<file path="src/rtl/pc_fetch_ctrl.sv">
// IF-stage controller: owns the PC, arbitrates redirects (exception, branch, jump),
// handles stall/halt and runs the request/ready handshake with instruction memory.
module pc_fetch_ctrl #(
  parameter logic [31:0] RESET_PC = 32'h0000_3000,
  parameter logic [31:0] EXC_PC   = 32'h0000_4180
) (
  input  logic        clk,
  input  logic        rst_n,
  input  logic        stall,
  input  logic        br_taken,
  input  logic [31:0] br_target,
  input  logic        jump,
  input  logic [31:0] jump_target,
  input  logic        exc,
  input  logic        halt_req,
  input  logic        imem_ready,
  output logic [31:0] pc,
  output logic        imem_req,
  output logic        if_valid,
  output logic        flush_if_id,
  output logic        flush_id_ex,
  output logic        halted
);

  typedef enum logic [1:0] {
    BOOT  = 2'd0,
    FETCH = 2'd1,
    HALT  = 2'd2
  } state_t;

  // Current FSM state; kept as a named signal so checkers can bind to it.
  state_t      state;
  logic        in_fetch;
  logic        halt_go;
  logic [31:0] pc_plus4;
  logic [31:0] pc_next;

  // Handshake: imem_req is held high for the whole FETCH state; a word is
  // accepted (if_valid) only in a cycle where imem_ready=1 and nothing
  // redirects, stalls or halts the front end.
  always_comb begin
    in_fetch    = (state == FETCH);
    pc_plus4    = pc + 32'd4;
    halt_go     = in_fetch & halt_req & ~exc & ~br_taken;
    imem_req    = in_fetch;
    if_valid    = in_fetch & imem_ready & ~stall & ~exc & ~br_taken & ~jump & ~halt_req;
    flush_if_id = in_fetch & (exc | br_taken | jump | halt_req);
    flush_id_ex = in_fetch & (exc | br_taken);

    pc_next = pc;
    if (in_fetch) begin
      if (exc)             pc_next = EXC_PC;
      else if (br_taken)   pc_next = {br_target[31:2], 2'b00};
      else if (jump)       pc_next = {jump_target[31:2], 2'b00};
      else if (halt_req)   pc_next = pc;
      else if (stall)      pc_next = pc;
      else if (imem_ready) pc_next = pc_plus4;
      else                 pc_next = pc;
    end
  end

  always_ff @(posedge clk or negedge rst_n) begin
    if (!rst_n) begin
      state  <= BOOT;
      pc     <= RESET_PC;
      halted <= 1'b0;
    end else begin
      case (state)
        BOOT: state <= FETCH;
        FETCH: begin
          pc <= pc_next;
          if (halt_go) begin
            state  <= HALT;
            halted <= 1'b1;
          end
        end
        HALT: begin
          state  <= HALT;
          halted <= 1'b1;
        end
        default: state <= BOOT;
      endcase
    end
  end

endmodule

</file>
<file path="config.mk">
export PLATFORM = sky130hd
export DESIGN_NAME = pc_fetch_ctrl
export DESIGN_NICKNAME = d
export VERILOG_FILES = /design/src/rtl/pc_fetch_ctrl.sv
export SDC_FILE = /design/constraint.sdc
export NUM_CORES = 1
export LEC_CHECK = 0
export ABC_AREA = 1
export CORE_MARGIN = 3
export CORE_UTILIZATION = 45
export DETAILED_ROUTE_END_ITERATION = 16
export PLACE_DENSITY = 0.84
export SYNTH_ARGS = -nofsm -noshare
export SYNTH_HDL_FRONTEND = slang
export SYNTH_SLANG_ARGS = --single-unit
</file>
<file path="constraint.sdc">
create_clock -name clk -period 1.8 [get_ports clk]
set_clock_uncertainty 0.05 [all_clocks]
set_input_delay 0.18 -clock clk [delete_from_list [all_inputs] [get_ports clk]]
set_output_delay 0.18 -clock clk [all_outputs]
set_load 0.005 [all_outputs]
</file>
==> results.ini, run 1 <==
[sta]
max_freq_ghz=0.5756
slew_viol_final=0
hold_viol=0
period_share_pct=96.51
period_needed_ns=1.737
fin_tns_setup_ns=0
setup_viol=0

[worst_setup_path]
cp.arrival_ns=1.51
startpoint_type=register
critPathKind=reg -> out
end_kind=primary output
worst_r2r_path_depth=9
critPathMaxFanout=6
cp.required_ns=1.57

[global_routing]
grt_pass1_vias=3407
grt_pass1_wl_um=15770
grt_overflow=0
grt_max_degree=34
antenna_found_initial=0
grtUsageTotal_pct=26.64

[drt]
avgRoutedWirePerCell_um=14.46
drtIter0Drc=175
drtPass1Iterations=5
ant_nets=0
post-route-drc-count=0
vias=3499
via_per_inst=5.246
wirelength_um=9646

[floorplanning]
die_x_um=85.34
dieHeight_um=85.34
fp.coreArea_um2=6026
pin_count=109
die-area_um2=7283
rows=28
start_util_pct=47.01

[clock_tree]
cts.sinks=33
cts_tree=done
clockBufferDepth=2
path_clk_slew_ns=0.07
cts_buffers=5
root_buffer=clkbuf_8
clk_latency_ns=0.29
cts_max_level=2

[yosys]
avgSynthCellArea_um2=5.914
synth_flop_cell=dfrtp_1
synth_warnings=0
netlist_area_um2=2833
ys_ff_latch=33
synth_seq_area_share_pct=29.24
synth_edf_count=0
synth_cell_types=28
synthArstFlopShare_pct=100.0
syn_inst=479

[power]
powerDensity_nw_per_um2=1124
ir_drop_mv=0.8082
finalPower_mw=4.689
leakage_nw=1.861

[layout]
mostFrequentLayoutCell=nand2_1
final_cell_mix=nand2_1, clkdlybuf4s50_1, nor2_1
nNetsFinal=667
diodes=0
drive_gt1_share_pct=11.32
stdcell_count=667
syn2layout_area_growth_pct=47.22
final_core_util_pct=69.21

[placed_design]
place_inst=653
gp_congestion=0.9258
dp.final_hpwl_um=7036
numPortBuffers=102

[run_status]
outcome=complete, no violations

[hold_path]
min_path_type=in -> async

[job]
maxCapViolations=0

registers in the layout, summed over array words and instances (netlist names):
name	cells
state	2
halted	1
pc	30
repair_timing:
item                       CTS  global route
setup endpoints to repair    4            14
setup buffers                1             5
resized for setup            8            13
hold buffers                 0             0
through the flow:
stage                     setup slack [ns]  area [um^2]  hold slack, ns
final                              0.06275         4170          0.2553
after global routing              -0.02327         4170          0.3047
after CTS                          0.07409         4095          0.2760
after detailed placement          -0.03722         3989          0.4208
after global placement             0.01877         3989          0.4069
after floorplan                     0.2647         2836         -0.1656
cells in the mapped netlist (4+ instances only):
| library cell | instances | area, um^2 |
|---|---|---|
| o21bai_1 | 4 | 30.03 |
| nand3_1 | 37 | 185.2 |
| nor2_1 | 93 | 349.1 |
| ha_1 | 4 | 50.05 |
| xor2_1 | 5 | 43.79 |
| inv_1 | 26 | 97.59 |
| nor2_2 | 5 | 31.28 |
| nand2_1 | 180 | 675.7 |
| dfrtp_1 | 31 | 775.7 |
| nor2_4 | 5 | 56.30 |
| nand2_2 | 4 | 25.02 |
| a21oi_1 | 31 | 155.2 |
| o21ai_0 | 19 | 95.09 |
| clkbuf_1 | 9 | 33.78 |
| buf_4 | 4 | 30.03 |
report_power, final:
| part | switching, mW | leakage [nW] | internal, mW |
|---|---|---|---|
| Combinational | 1.13 | 1.40 | 1.36 |
| Sequential | 0.541 | 0.411 | 1.09 |
| Clock | 0.293 | 0.0450 | 0.268 |
| Total | 1.97 | 1.86 | 2.72 |
critical path, cell delays in order, from the launching register on:
cell and delay (ns):
dfrtp_1 0.40, inv_2 0.09, ha_4 0.17, buf_4 0.12, nand3_2 0.10, nor2_1 0.10, dlygate4sd2_1 0.24
final timing paths:
kind,to,slack (ns),startpoint
max,if_valid,0.06,state[1]$_DFFE_PN0P_
min,pc[22]$_DFFE_PN0P_,0.26,rst_n
max reg2reg,pc[25]$_DFFE_PN0P_,0.12,pc[12]$_DFFE_PN1P_
min reg2reg,halted$_DFFE_PN0P_,0.44,halted$_DFFE_PN0P_
max in group asynchronous,pc[12]$_DFFE_PN1P_,1.10,rst_n
min in group clk,halted$_DFFE_PN0P_,0.44,halted$_DFFE_PN0P_
metal layers:
layer / track usage, % / wire length [um] / up-vias
li1: - / - / 1717
met1: 32.91 / 3956 / 1616
met2: 47.10 / 4786 / 150
met4: 7.770 / 145 / 0
met5: 0 / 0 / -
met3: 4.757 / 758 / 16
area by class of cell:
cell class,count,area [um^2]
Timing Repair Buffer,123,1212
Clock inverter,2,10.01
Multi-Input combinational cell,399,1842
Clock buffer,6,72.57
Fill cell,561,1856
Inverter,29,111.4
Sequential cell,33,828.3
Tap cell,75,93.84
kinds of logic after synthesis:
logic type / after synthesis / synth area share (%)
AOI/OAI and AO/OA: 56 / 10.47
and+or+nand+nor: 331 / 48.63
buffers and inverters: 48 / 7.906
DFF: 33 / 29.24
adders and majority gates: 4 / 1.767
other: 1 / 0.1324
xor gates and xnor gates: 6 / 1.855
(Power assumes the default switching activity.)
==> run 2: changes to the inputs <==
--- a/config.mk
+++ b/config.mk
@@ -5,11 +5,12 @@
 export SDC_FILE = /design/constraint.sdc
 export NUM_CORES = 1
 export LEC_CHECK = 0
-export ABC_AREA = 1
+export CAP_MARGIN = 20
 export CORE_MARGIN = 3
-export CORE_UTILIZATION = 45
+export CORE_UTILIZATION = 44
 export DETAILED_ROUTE_END_ITERATION = 16
-export PLACE_DENSITY = 0.84
+export GPL_TIMING_DRIVEN = 0
+export PLACE_DENSITY = 0.83
 export SYNTH_ARGS = -nofsm -noshare
 export SYNTH_HDL_FRONTEND = slang
 export SYNTH_SLANG_ARGS = --single-unit
==> results.ini, run 2 <==
[yosys]
synthTopCellsByCount=o21ai_0, nand2_1, dfrtp_1
netlist_area_um2=2736
netlist.top_cell.by_area=dfrtp_1
synth_warnings=0
yosys-top-cells-area=dfrtp_1, o21ai_0, nand2_1
synthArstFlopShare_pct=100.0
synth_flop_cell=dfrtp_1
avgSynthCellArea_um2=7.909
synth_edf_count=0
synthMostInstantiatedCell=o21ai_0
synth_cell_types=65
ys_ff_latch=33
synth_top_area_share_pct=28.35
syn_inst=346
synth_seq_area_share_pct=30.27

[worst_setup_path]
critPathMaxFanout=8
cp.arrival_ns=2.15
cp.required_ns=1.94
critPathKind=in -> reg
startpoint_type=input pin
end_kind=register

[global_routing]
grt_max_degree=34
grt_overflow=0
grt_pass1_wl_um=19710
grt_pass1_vias=3936
antenna_found_initial=0
grtUsageTotal_pct=34.60

[layout]
regMostFlops=pc
top_regs=pc (30), state (2), halted (1)
drive_gt1_share_pct=31.18
stdcell_count=601
diodes=0
final_core_util_pct=81.41
syn2layout_area_growth_pct=77.18
final_cell_mix=clkdlybuf4s50_1, buf_4, nand2_1
largest_register_ffs=30
mostFrequentLayoutCell=clkdlybuf4s50_1
nNetsFinal=601

[sta]
period_needed_ns=2.009
fin_tns_setup_ns=-1.938
max_freq_ghz=0.4977
rsz0062_at_grt=yes
slew_headroom_pct=44.55
whs_ns=0.3305
setup_ws_ns=-0.2092
setup_viol=23
hold_viol=0
slew_viol_final=0
period_share_pct=111.6
tightest_slew_ns=0.8317

[power]
leakage_nw=2.000
powerDensity_nw_per_um2=1127
ir_drop_mv=0.8795

[drt]
avgRoutedWirePerCell_um=24.17
wirelength_um=14530
vias=4168
ant_nets=0
via_per_inst=6.935
post-route-drc-count=0
drtPass1Iterations=7
drtIter0Drc=673

[run_status]
violations=negative setup slack
outcome=finished with violations

[placed_design]
numPortBuffers=100
place_inst=522
dp.final_hpwl_um=7644
gp_congestion=0.8838
place_ws_ns=-1.122

[hold_path]
min_path_type=in -> reg

[floorplanning]
fp.coreArea_um2=5956
start_util_pct=45.95
pin_count=109
rows=28
die_x_um=84.86
die-area_um2=7201
dieHeight_um=84.86

[clock_tree]
clk_latency_ns=0.30
cts.sinks=33
cts_max_level=2
clockBufferDepth=2
cts_buffers=5
path_clk_slew_ns=0.08
root_buffer=clkbuf_8
cts_tree=done

[job]
maxCapViolations=0

[run 2: where the power goes]
part	leakage [nW]	internal [mW]	switching (mW)
clock network	0.0542	0.346	0.321
logic	1.54	1.78	1.43
registers	0.401	1.10	0.492
[run 2: logic make-up (layout without fill, tap and decap cells)]
kind of cell / Yosys count / in the layout / synth area share, %
compound gates: 134 / 134 / 32.01
simple gates: 133 / 133 / 27.98
buf+inv: 37 / 216 / 6.402
flops: 33 / 33 / 30.27
fa+ha+maj: 4 / 4 / 1.829
xor+xnor: 2 / 2 / 0.6403
mux: 2 / 2 / 0.7316
other cells: 1 / 2 / 0.1370
[run 2: cell type report]
cell class | count | area, um^2
clock buffer | 7 | 96.34
buffer | 23 | 186.4
fill | 336 | 1107
inverter | 12 | 47.55
clock inverter | 1 | 5.005
tap | 75 | 93.84
multi-input combinational | 277 | 1981
sequential | 33 | 840.8
timing repair buffer | 173 | 1598
[run 2: final timing paths]
kind                                 endpoint  slack (ns)  cells after the start                from
max in group asynchronous  pc[18]$_DFFE_PN0P_        0.67                      2               rst_n
min                        pc[31]$_DFFE_PN0P_        0.33                      3                 exc
max reg2reg                pc[31]$_DFFE_PN0P_       -0.21                      6  pc[17]$_DFFE_PN0P_
min in group asynchronous  pc[28]$_DFFE_PN0P_        0.46                      2               rst_n
max                        pc[29]$_DFFE_PN0P_       -0.21                      9                jump
min reg2reg                halted$_DFFE_PN0P_        0.46                      1  halted$_DFFE_PN0P_
[run 2: through the flow]
stage	cell area, um^2	total power [mW]
floorplan	2766	2.462
global placement	3861	3.572
detailed placement	3856	3.661
CTS	4504	4.841
global route	4848	5.670
finish	4848	5.466
[run 2: repair_timing]
action | in CTS | in global routing
endpoints found under the setup margin | 32 | 31
hold endpoints to repair | 31 | 0
resized for setup | 67 | 43
cloned | 1 | 0
hold buffers | 1 | 0
pin swaps | 21 | 18
buffers inserted | 42 | 30
[run 2: critical path, stage by stage]
cell and delay, ns:
clkdlybuf4s50_1 0.50, buf_6 0.19, nor4b_4 0.30, buf_6 0.19, buf_4 0.13, o211ai_1 0.15
a31oi_1 0.27, o21ai_0 0.12, o311ai_0 0.11
[run 2: per-layer routing]
layer | vias to the layer above | GRT usage [%] | part of all wire, % | wire [um]
met5 | - | 0 | 0 | 0
met4 | 0 | 20.43 | 8.7 | 1257
met3 | 166 | 11.17 | 14 | 2056
met2 | 489 | 54.38 | 44 | 6377
met1 | 1847 | 41.42 | 33 | 4835
li1 | 1666 | - | - | -
==> run 3: changes to the inputs <==
--- a/config.mk
+++ b/config.mk
@@ -6,6 +6,7 @@
 export NUM_CORES = 1
 export LEC_CHECK = 0
 export CAP_MARGIN = 20
+export CORE_ASPECT_RATIO = 1.5
 export CORE_MARGIN = 3
 export CORE_UTILIZATION = 44
 export DETAILED_ROUTE_END_ITERATION = 16
==> results.ini, run 3 (synthesis gave the netlist of run 2 again) <==
[floorplanning]
dieHeight_um=102.6
fp.coreArea_um2=5913
die-area_um2=7221
die_x_um=70.39
rows=34
start_util_pct=46.28
pin_count=109

[run_status]
outcome=finished with violations
violations=negative setup slack

[worst_setup_path]
critPathKind=reg -> reg
critPathBufInv=1
r2r-end=pc[31]$_DFFE_PN0P_
startpoint_type=register
startpoint=pc[12]$_DFFE_PN1P_
cpMaxStageDelayCell=dfstp_2
cp.arrival_ns=2.04
crit_path_cell_trace=nand3_4, nor4_4, buf_4, nand4_1, xnor2_1, a31o_2
ff2ff_setup_slack_ns=-0.10
rr_startpoint=pc[12]$_DFFE_PN1P_
crit_path_end=pc[31]$_DFFE_PN0P_
critPathMaxStageDelay_ns=0.58
critPathMaxFanout=5
cp.required_ns=1.93
worst_r2r_path_depth=6
end_kind=register
crit_family=flip-flops
critical_path_cell_count=6

[drt]
avgRoutedWirePerCell_um=22.64
wirelength_um=13200
via_per_inst=6.741
ant_nets=0
drtPass1Iterations=8
post-route-drc-count=0
vias=3930
drtIter0Drc=747

[hold_path]
hold_start=exc
min_path_cells=3
min_path_type=in -> reg

[clock_tree]
clockBufferDepth=2
root_buffer=clkbuf_8
clk_latency_ns=0.31
cts_max_level=2
path_clk_slew_ns=0.09
cts_buffers=5
cts_tree=done
cts.sinks=33

[layout]
largest_register_ffs=30
fin_area_um2=4732
final_cell_mix=clkdlybuf4s50_1, buf_4, nand2_1
final_core_util_pct=80.03
top_regs=pc (30), state (2), halted (1)
nFillCells=376
mostFrequentLayoutCell=clkdlybuf4s50_1
nNetsFinal=586
drive_gt1_share_pct=30.72
diodes=0
syn2layout_area_growth_pct=72.93
regMostFlops=pc

[global_routing]
grtUsageTotal_pct=32.79
grt_overflow=0
antenna_found_initial=0
grt_pass1_vias=3769
grt_max_degree=34
grt_pass1_wl_um=18640

[sta]
tightest_slew_ns=0.8078
slew_headroom_pct=46.15
slew_viol_final=0
setup_viol=13
period_needed_ns=1.901
whs_ns=0.3937
max_freq_ghz=0.5262
hold_viol=0
setup_ws_ns=-0.1006
period_share_pct=105.6
rsz0062_at_grt=yes

[placed_design]
numPortBuffers=100
gp_congestion=0.8982
place_ws_ns=-1.013
dp.final_hpwl_um=7503
placed_area_um2=3852

[power]
powerDensity_nw_per_um2=1106
leakage_nw=1.900
ir_drop_mv=0.9318

[job]
maxCapViolations=0

[run 3: area by class of cell]
type | instances | area [um^2] | area share (%)
clock buffers | 7 | 96.34 | 2.036
multi-input cells | 277 | 1994 | 42.15
clock inverters | 1 | 5.005 | 0.1058
inverters | 12 | 47.55 | 1.005
plain buffers | 22 | 178.9 | 3.781
well taps | 72 | 90.09 | 1.904
repair buffers | 159 | 1478 | 31.23
flip-flops and latches | 33 | 842.1 | 17.79
[run 3: through the flow]
| step | power, mW | setup TNS, ns | cells |
|---|---|---|---|
| floorplan | 2.462 | -0.03430 | 347 |
| global placement | 3.567 | -25.77 | 519 |
| detailed placement | 3.631 | -16.97 | 519 |
| CTS | 4.797 | -0.01657 | 574 |
| global route | 5.504 | -1.981 | 583 |
| finish | 5.232 | -0.4960 | 583 |
[run 3: routing by layer]
layer  track usage (%)  part of all wire, %  wire length [um]  vias up
met4             23.01                  8.9              1170        0
met2             57.14                   47              6228      388
li1                  -                    -                 -     1633
met5                 0                    0                 0        -
met1             35.95                   34              4425     1775
met3             5.854                   10              1374      134
[run 3: how the worst min path moves through the flow]
stage	to
floorplan	halted$_DFFE_PN0P_
global placement	halted$_DFFE_PN0P_
detailed placement	pc[30]$_DFFE_PN0P_
CTS	pc[31]$_DFFE_PN0P_
global route	pc[31]$_DFFE_PN0P_
finish	pc[31]$_DFFE_PN0P_
[run 3: timing repair]
action / in CTS / in global routing
setup endpoints to repair: 32 / 31
hold buffers: 1 / 0
buffers inserted: 47 / 11
pin swaps: 25 / 19
resized for setup: 62 / 74
endpoints found under the hold margin: 31 / 0
[run 3: report_power, final]
group	total [mW]	internal, mW	switching [mW]
registers	1.57	1.10	0.473
logic	3.00	1.66	1.34
clock network	0.657	0.346	0.311
total	5.23	3.11	2.12
[run 3: worst min-delay path: cells and delay by family]
| family | cells | cell delay [ns] |
|---|---|---|
| AOI/OAI and AO/OA | 2 | 0.31 |
| buffers and inverters | 1 | 0.20 |
